$ cat src/rtl/seven_segment_decoder_pkg.sv
// Shared constants for the seven-segment receive-side decoder:
// glyph table, blank pattern, digit enable encodings and FSM states.
package seven_segment_decoder_pkg;

    // Glyphs as active-high gfedcba, before the bus inversion.
    localparam logic [6:0] GLYPH_0 = 7'h3F;
    localparam logic [6:0] GLYPH_1 = 7'h06;
    localparam logic [6:0] GLYPH_2 = 7'h5B;
    localparam logic [6:0] GLYPH_3 = 7'h4F;
    localparam logic [6:0] GLYPH_4 = 7'h66;
    localparam logic [6:0] GLYPH_5 = 7'h6D;
    localparam logic [6:0] GLYPH_6 = 7'h7D;
    localparam logic [6:0] GLYPH_7 = 7'h07;
    localparam logic [6:0] GLYPH_8 = 7'h7F;
    localparam logic [6:0] GLYPH_9 = 7'h6F;
    localparam logic [6:0] GLYPH_A = 7'h77;
    localparam logic [6:0] GLYPH_B = 7'h7C;
    localparam logic [6:0] GLYPH_C = 7'h39;
    localparam logic [6:0] GLYPH_D = 7'h5E;
    localparam logic [6:0] GLYPH_E = 7'h79;
    localparam logic [6:0] GLYPH_F = 7'h71;

    // All segments off on the active-low bus.
    localparam logic [6:0] BLANK_PATTERN = 7'h7F;

    // Enables as {led1, led2, led3}, active-low.
    localparam logic [2:0] EN_DIGIT1 = 3'b011;
    localparam logic [2:0] EN_DIGIT2 = 3'b101;
    localparam logic [2:0] EN_DIGIT3 = 3'b110;

    localparam logic [1:0] IDLE   = 2'd0;
    localparam logic [1:0] SETTLE = 2'd1;
    localparam logic [1:0] HOLD   = 2'd2;

endpackage

$ cat src/rtl/seven_segment_pattern_decoder.sv
// Combinational decode of one active-low 7-segment pattern.
// Ports: segments (gfedcba, active-low) in; is_glyph, is_blank, value out.
module seven_segment_pattern_decoder
    import seven_segment_decoder_pkg::*;
(
    input  logic [6:0] segments,
    output logic       is_glyph,
    output logic       is_blank,
    output logic [3:0] value
);

    logic [6:0] lit;

    assign lit = ~segments;

    always_comb begin
        is_glyph = 1'b1;
        is_blank = 1'b0;
        value    = 4'h0;
        unique case (1'b1)
            (lit == GLYPH_0): value = 4'h0;
            (lit == GLYPH_1): value = 4'h1;
            (lit == GLYPH_2): value = 4'h2;
            (lit == GLYPH_3): value = 4'h3;
            (lit == GLYPH_4): value = 4'h4;
            (lit == GLYPH_5): value = 4'h5;
            (lit == GLYPH_6): value = 4'h6;
            (lit == GLYPH_7): value = 4'h7;
            (lit == GLYPH_8): value = 4'h8;
            (lit == GLYPH_9): value = 4'h9;
            (lit == GLYPH_A): value = 4'hA;
            (lit == GLYPH_B): value = 4'hB;
            (lit == GLYPH_C): value = 4'hC;
            (lit == GLYPH_D): value = 4'hD;
            (lit == GLYPH_E): value = 4'hE;
            (lit == GLYPH_F): value = 4'hF;
            (segments == BLANK_PATTERN): begin
                is_glyph = 1'b0;
                is_blank = 1'b1;
            end
            default: is_glyph = 1'b0;
        endcase
    end

endmodule

$ cat src/rtl/seven_segment_display_decoder.sv
// Receive-side decoder for a 3-digit multiplexed seven-segment bus.
// Ports: clk, reset_n, display_bits[7:0], led1..3_control_signal in;
//        led1..3_decoded_value[3:0], digit_valid[2:0], pattern_error,
//        frame_done out.
module seven_segment_display_decoder
    import seven_segment_decoder_pkg::*;
#(
    parameter int STABLE_CYCLES = 4
) (
    input  logic       clk,
    input  logic       reset_n,
    input  logic [7:0] display_bits,
    input  logic       led1_control_signal,
    input  logic       led2_control_signal,
    input  logic       led3_control_signal,
    output logic [3:0] led1_decoded_value,
    output logic [3:0] led2_decoded_value,
    output logic [3:0] led3_decoded_value,
    output logic [2:0] digit_valid,
    output logic       pattern_error,
    output logic       frame_done
);

    localparam logic [7:0] CAPTURE_AT = 8'(STABLE_CYCLES - 1);
    localparam logic [7:0] CNT_MAX    = 8'(STABLE_CYCLES);

    logic [10:0] sample_d;
    logic [10:0] sample_q;
    logic [7:0]  cnt_q;
    logic [1:0]  state_q;
    logic [1:0]  state_d;
    logic [1:0]  mask_q;
    logic        changed;
    logic        onehot_d;
    logic        capture;
    logic        is_glyph;
    logic        is_blank;
    logic [3:0]  dec_value;
    logic [2:0]  en_q;

    assign sample_d = {led1_control_signal, led2_control_signal,
                       led3_control_signal, display_bits};
    assign changed  = (sample_d != sample_q);
    assign onehot_d = (sample_d[10:8] == EN_DIGIT1) ||
                      (sample_d[10:8] == EN_DIGIT2) ||
                      (sample_d[10:8] == EN_DIGIT3);
    assign en_q     = sample_q[10:8];

    // sample_q has been identical for STABLE_CYCLES samples once the
    // counter shows STABLE_CYCLES-1; the capture uses that registered
    // history, so the current input may already be moving on.
    assign capture  = (state_q == SETTLE) && (cnt_q == CAPTURE_AT);

    seven_segment_pattern_decoder u_pattern (
        .segments (sample_q[6:0]),
        .is_glyph (is_glyph),
        .is_blank (is_blank),
        .value    (dec_value)
    );

    always_comb begin
        state_d = state_q;
        unique case (state_q)
            IDLE: begin
                if (onehot_d)
                    state_d = SETTLE;
            end
            SETTLE: begin
                if (!onehot_d)
                    state_d = IDLE;
                else if (capture && !changed)
                    state_d = HOLD;
                else
                    state_d = SETTLE;
            end
            HOLD: begin
                if (changed)
                    state_d = onehot_d ? SETTLE : IDLE;
            end
            default: state_d = IDLE;
        endcase
    end

    always_ff @(posedge clk) begin
        if (!reset_n) begin
            sample_q <= {3'b111, 8'hFF};
            cnt_q    <= 8'd0;
            state_q  <= IDLE;
        end else begin
            sample_q <= sample_d;
            state_q  <= state_d;
            if (!onehot_d || changed)
                cnt_q <= 8'd0;
            else if (cnt_q != CNT_MAX)
                cnt_q <= cnt_q + 8'd1;
        end
    end

    always_ff @(posedge clk) begin
        if (!reset_n) begin
            led1_decoded_value <= 4'h0;
            led2_decoded_value <= 4'h0;
            led3_decoded_value <= 4'h0;
            digit_valid        <= 3'b000;
            pattern_error      <= 1'b0;
            frame_done         <= 1'b0;
            mask_q             <= 2'b00;
        end else begin
            pattern_error <= 1'b0;
            frame_done    <= 1'b0;
            if (capture) begin
                pattern_error <= !is_glyph && !is_blank;
                unique case (en_q)
                    EN_DIGIT1: begin
                        digit_valid[0] <= is_glyph;
                        mask_q[0]      <= 1'b1;
                        if (is_glyph)
                            led1_decoded_value <= dec_value;
                    end
                    EN_DIGIT2: begin
                        digit_valid[1] <= is_glyph;
                        mask_q[1]      <= 1'b1;
                        if (is_glyph)
                            led2_decoded_value <= dec_value;
                    end
                    EN_DIGIT3: begin
                        // Digit 3 closes a frame whether or not it is
                        // complete; only a complete one is announced.
                        digit_valid[2] <= is_glyph;
                        mask_q         <= 2'b00;
                        frame_done     <= (mask_q == 2'b11);
                        if (is_glyph)
                            led3_decoded_value <= dec_value;
                    end
                    default: ;
                endcase
            end
        end
    end

endmodule

$ cat config.mk
export PLATFORM = sky130hd
export DESIGN_NAME = seven_segment_display_decoder
export DESIGN_NICKNAME = d
export VERILOG_FILES = /design/src/rtl/seven_segment_decoder_pkg.sv /design/src/rtl/seven_segment_pattern_decoder.sv /design/src/rtl/seven_segment_display_decoder.sv
export SDC_FILE = /design/constraint.sdc
export NUM_CORES = 1
export LEC_CHECK = 0
export BUFFER_PORTS_ARGS = -buffer_cell sky130_fd_sc_hd__buf_2
export CAP_MARGIN = 10
export CORE_UTILIZATION = 55
export CTS_BUF_LIST = sky130_fd_sc_hd__clkbuf_4 sky130_fd_sc_hd__clkbuf_8 sky130_fd_sc_hd__clkbuf_16
export DETAILED_ROUTE_END_ITERATION = 7
export GPL_TIMING_DRIVEN = 0
export PLACE_DENSITY_LB_ADDON = 0.2
export SETUP_SLACK_MARGIN = 0.3
export SLEW_MARGIN = 20
export SYNTH_ARGS = -nofsm -noshare
export SYNTH_HDL_FRONTEND = slang
export SYNTH_SLANG_ARGS = --single-unit
$ cat constraint.sdc
create_clock -name clk -period 2.5 [get_ports clk]
set_input_delay 0 -clock clk [delete_from_list [all_inputs] [get_ports clk]]
set_output_delay 0 -clock clk [all_outputs]
set_load 0.01 [all_outputs]
==> qor_table.md <==
| Step | Parameter | Reported |
|---|---|---|
| detailed routing | Post-route antenna net violation count | 0 |
| detailed routing | Count of routing violations after the opening detailed-route iteration | 100 |
| synth | Count of mapped cells out of synthesis | 230 |
| setup path | Internal reg-to-reg setup slack | 0.38 ns |
| global route | Number of antenna violations at the first check in global routing | 0 |
| clocking | Deepest clock path buffer count | 2 |
| setup path | R2r startpoint | cnt_q[0]$_SDFFE_PP0P_ |
| cells and area | Final layout net count | 297 |
| cells and area | Ant. Diodes | 0 |
| detailed routing | Avg WL per Cell | 13.4 um |
| sta | Final Critical Period | 2.12 ns |
| cells and area | Number of fill cells | 260 |
| placed design | Routability congestion estimate from global placement | 0.834 |
| clocking | Sink count of the clock tree | 40 |
| sta | Setup_tns | 0 ns |
| floorplanning | Number of top-level pins | 30 |
| detailed routing | Overall via count from detail_route | 1826 |
| global route | First-pass GRT wire length | 7360 um |
| sta | Final hold slack | 0.0463 ns |
| sta | Setup violators final | 0 |
| power | Peak VDD IR | 0.599 mV |
| sta | Number of pins exceeding their max-slew limit in the final report | 0 |
| detailed routing | Uppermost signal routing layer after detailed routing | met4 |
| global route | Maximum number of pins on one net before global-route repair | 14 |
| detailed routing | Count of unresolved DRC violations after routing | 0 |
| sta | Headroom to the max-slew limit | 0.711 |
| cells and area | Fin util | 0.725 |
| cells and area | Commonest non-fill, non-tap cells in the layout | sky130_fd_sc_hd__dfxtp_1 (38), sky130_fd_sc_hd__buf_2 (32), sky130_fd_sc_hd__nor2_1 (25) |
| detailed routing | Number of iterations in the first detailed-routing pass | 5 |
| cells and area | Area grow syn2layout | 22.5% |
| sta | Fin. Hold Viols | 0 |
| cells and area | Multi-input combinational cell area | 1160 um2 |
| sta | Setup skew after layout | 0.0104 ns |
| synth | Register area share after synthesis | 0.396 |
| floorplanning | Area of the die | 3920 um2 |
| clocking | Clock root buffer master | sky130_fd_sc_hd__clkbuf_4 |
| clocking | Cts bufs inserted | 5 |
| sta | Ratio of final minimum period to clock period | 0.847 |
| detailed routing | Via-per-instance ratio | 5.55 |
| placed design | IO Port Bufs | 28 |
| setup path | CP Capture Type | flip-flop |
| cells and area | Ratio of cells with drive above 1 in the final layout | 0.212 |
| global route | GRT Overall Usage | 0.236 |
| sta | Top achievable clock speed | 472 MHz |
| run | Max-cap check violation count | 0 |
| clocking | CTS tree | yes |
| floorplanning | Core Box Area | 3420 um2 |
| synth | Most used flip-flop cell after synthesis | sky130_fd_sc_hd__dfxtp_1 |
| floorplanning | Die boundary height | 62.6 um |
| synth | Distinct cells, synth | 46 |
| floorplanning | Die boundary width | 62.6 um |
| sta | Setup repair after global routing missed its margin | true |
| hold path | Class of the tightest hold or removal check | in -> reg |
| setup path | Crit path kind | reg -> reg |
| floorplanning | Standard-cell rows | 21 |
| setup path | Worst endpoint data arrival time | 2.36 ns |
| synth | Number of synthesized register bits | 40 |
| detailed routing | Met3 WL | 215 um |
| synth | Number of synthesized flops with an enable pin | 0 |
| detailed routing | Met2 wire length | 2130 um |
| setup path | Kind of launch point of the worst setup path | flip-flop |
| setup path | Worst setup path startpoint | cnt_q[0]$_SDFFE_PP0P_ |
| global route | Vias in the first global route | 1664 |
| synth | Mean cell area of the mapped netlist | 8.79 um2 |
| run status | Run status | finished clean |
| synth | Yosys warns | 0 |
| power | Pwr Density | 498 nW/um2 |
| power | Static leakage | 1.01 nW |
| cells and area | Most frequent standard cell in the layout excluding fill and tap cells | sky130_fd_sc_hd__dfxtp_1 |
| setup path | Critical Path RT | 2.75 ns |
| clocking | Clock slew seen by the registers of the worst setup and hold paths | 0.12 ns |
| synth | Syn_nets | 245 |
| synth | Async set or reset register ratio after synthesis | 0 |
| setup path | Maximum fanout along the worst path | 6 |
| clocking | Source-to-sink clock delay at the later pin of the worst-skew pair | 0.35 ns |
| cells and area | FF+latch area | 806 um2 |
| placed design | Detailed Place HPWL | 2940 um |
| synth | Synthesized area | 2020 um2 |
| hold path | Hold wc startpoint | reset_n |
| global route | Grt total ovfl | 0 |
| detailed routing | M1 WL | 2010 um |
| sta | Transition at the pin with the smallest max-transition slack | 0.423 ns |
| floorplanning | Initial core utilization | 0.592 |
| clocking | Number of levels in the clock H-tree | 2 |
| detailed routing | Total wirelength of the detailed-routed design | 4400 um |
routing by layer:
metal	up-vias	global-route usage
li1	929	-
met1	846	0.297
met2	46	0.399
met3	5	0.0547
met4	0	0.0669
met5	-	0
sequential cells by signal, indices dropped and copies added, names as in the netlist:
| signal | flops |
|---|---|
| cnt_q | 8 |
| sample_q | 11 |
| pattern_error | 1 |
| led2_decoded_value | 4 |
| frame_done | 1 |
| digit_valid | 3 |
| led3_decoded_value | 4 |
| state_q | 2 |
| mask_q | 2 |
| led1_decoded_value | 4 |
cell type report:
cell class,count,share of cell area
Clock inverter,2,0.0157
Multi-Input combinational cell,177,0.470
Clock buffer,6,0.0207
Tap cell,46,0.0232
Sequential cell,40,0.325
Timing Repair Buffer,45,0.119
Buffer,11,0.0232
Inverter,2,0.00303
worst max-delay path, cell delays in order (launching register included):
cell	delay [ns]
sky130_fd_sc_hd__dfxtp_4	0.40
sky130_fd_sc_hd__ha_2	0.22
sky130_fd_sc_hd__or4bb_1	0.53
sky130_fd_sc_hd__nor3_4	0.21
sky130_fd_sc_hd__buf_4	0.16
sky130_fd_sc_hd__nand4b_1	0.18
sky130_fd_sc_hd__o31ai_1	0.27
sky130_fd_sc_hd__nor2_1	0.06
synth_stat cells (3+ instances only):
cell type                   n  area [um2]
sky130_fd_sc_hd__a21boi_0   3        22.5
sky130_fd_sc_hd__a21oi_1    9        45.0
sky130_fd_sc_hd__and4b_1    3        30.0
sky130_fd_sc_hd__buf_2      4        20.0
sky130_fd_sc_hd__buf_4      3        22.5
sky130_fd_sc_hd__clkbuf_1   4        15.0
sky130_fd_sc_hd__dfxtp_1   40         801
sky130_fd_sc_hd__mux2i_1    3        30.0
sky130_fd_sc_hd__nand2_1   21        78.8
sky130_fd_sc_hd__nand2b_1  13        81.3
sky130_fd_sc_hd__nand3_1   12        60.1
sky130_fd_sc_hd__nand4_1    4        25.0
sky130_fd_sc_hd__nand4b_1   3        26.3
sky130_fd_sc_hd__nor2_1    25        93.8
sky130_fd_sc_hd__nor3_1     7        35.0
sky130_fd_sc_hd__nor4bb_1   4        40.0
sky130_fd_sc_hd__o211a_1    3        30.0
sky130_fd_sc_hd__o21ai_0    8        40.0
sky130_fd_sc_hd__o22ai_1    4        25.0
sky130_fd_sc_hd__o31ai_1    3        22.5
sky130_fd_sc_hd__xnor2_1    3        26.3
sky130_fd_sc_hd__xor2_1    17         149
cells by family (layout without fill, tap and decap cells):
family / Yosys count / after routing / share of synthesized area
flops: 40 / 40 / 0.396
buf+inv: 13 / 66 / 0.0322
fa+ha+maj: 2 / 2 / 0.0124
compound gates: 39 / 39 / 0.128
xor+xnor: 20 / 20 / 0.0866
mux: 3 / 3 / 0.0149
simple gates: 113 / 113 / 0.330
what timing repair did:
| item | 4_1_cts | 5_1_grt |
|---|---|---|
| buffers inserted | 4 | 1 |
| endpoints found under the hold margin | 11 | 0 |
| gates resized for setup | 1 | 5 |
| pin swaps | 1 | 2 |
| setup endpoints to repair | 10 | 16 |
| hold buffers | 12 | 0 |
power by group:
group / switching (mW) / internal, mW / total (mW)
Combinational: 0.0585 / 0.0567 / 0.115
Sequential: 0.0148 / 0.647 / 0.662
Clock: 0.217 / 0.240 / 0.456
Total: 0.290 / 0.943 / 1.23
stage by stage:
stage	total power [mW]	setup WS, ns	cell area [um2]	std cells
global placement	0.772	0.235	2220	304
finish	1.23	0.381	2480	329
floorplan	0.742	0.491	2020	230
global route	1.28	0.287	2480	329
CTS	1.24	0.286	2460	328
detailed placement	0.774	0.231	2220	304
final timing paths:
kind	endpoint	cells past startpoint
worst max register to register	led2_decoded_value[3]$_SDFFE_PN0P_	7
worst min register to register	led3_decoded_value[2]$_SDFFE_PN0P_	2
worst min-delay path	state_q[0]$_SDFFE_PN0P_	3
worst max-delay path	led2_decoded_value[3]$_SDFFE_PN0P_	7
No activity file was read; power rests on OpenSTA's default activity.
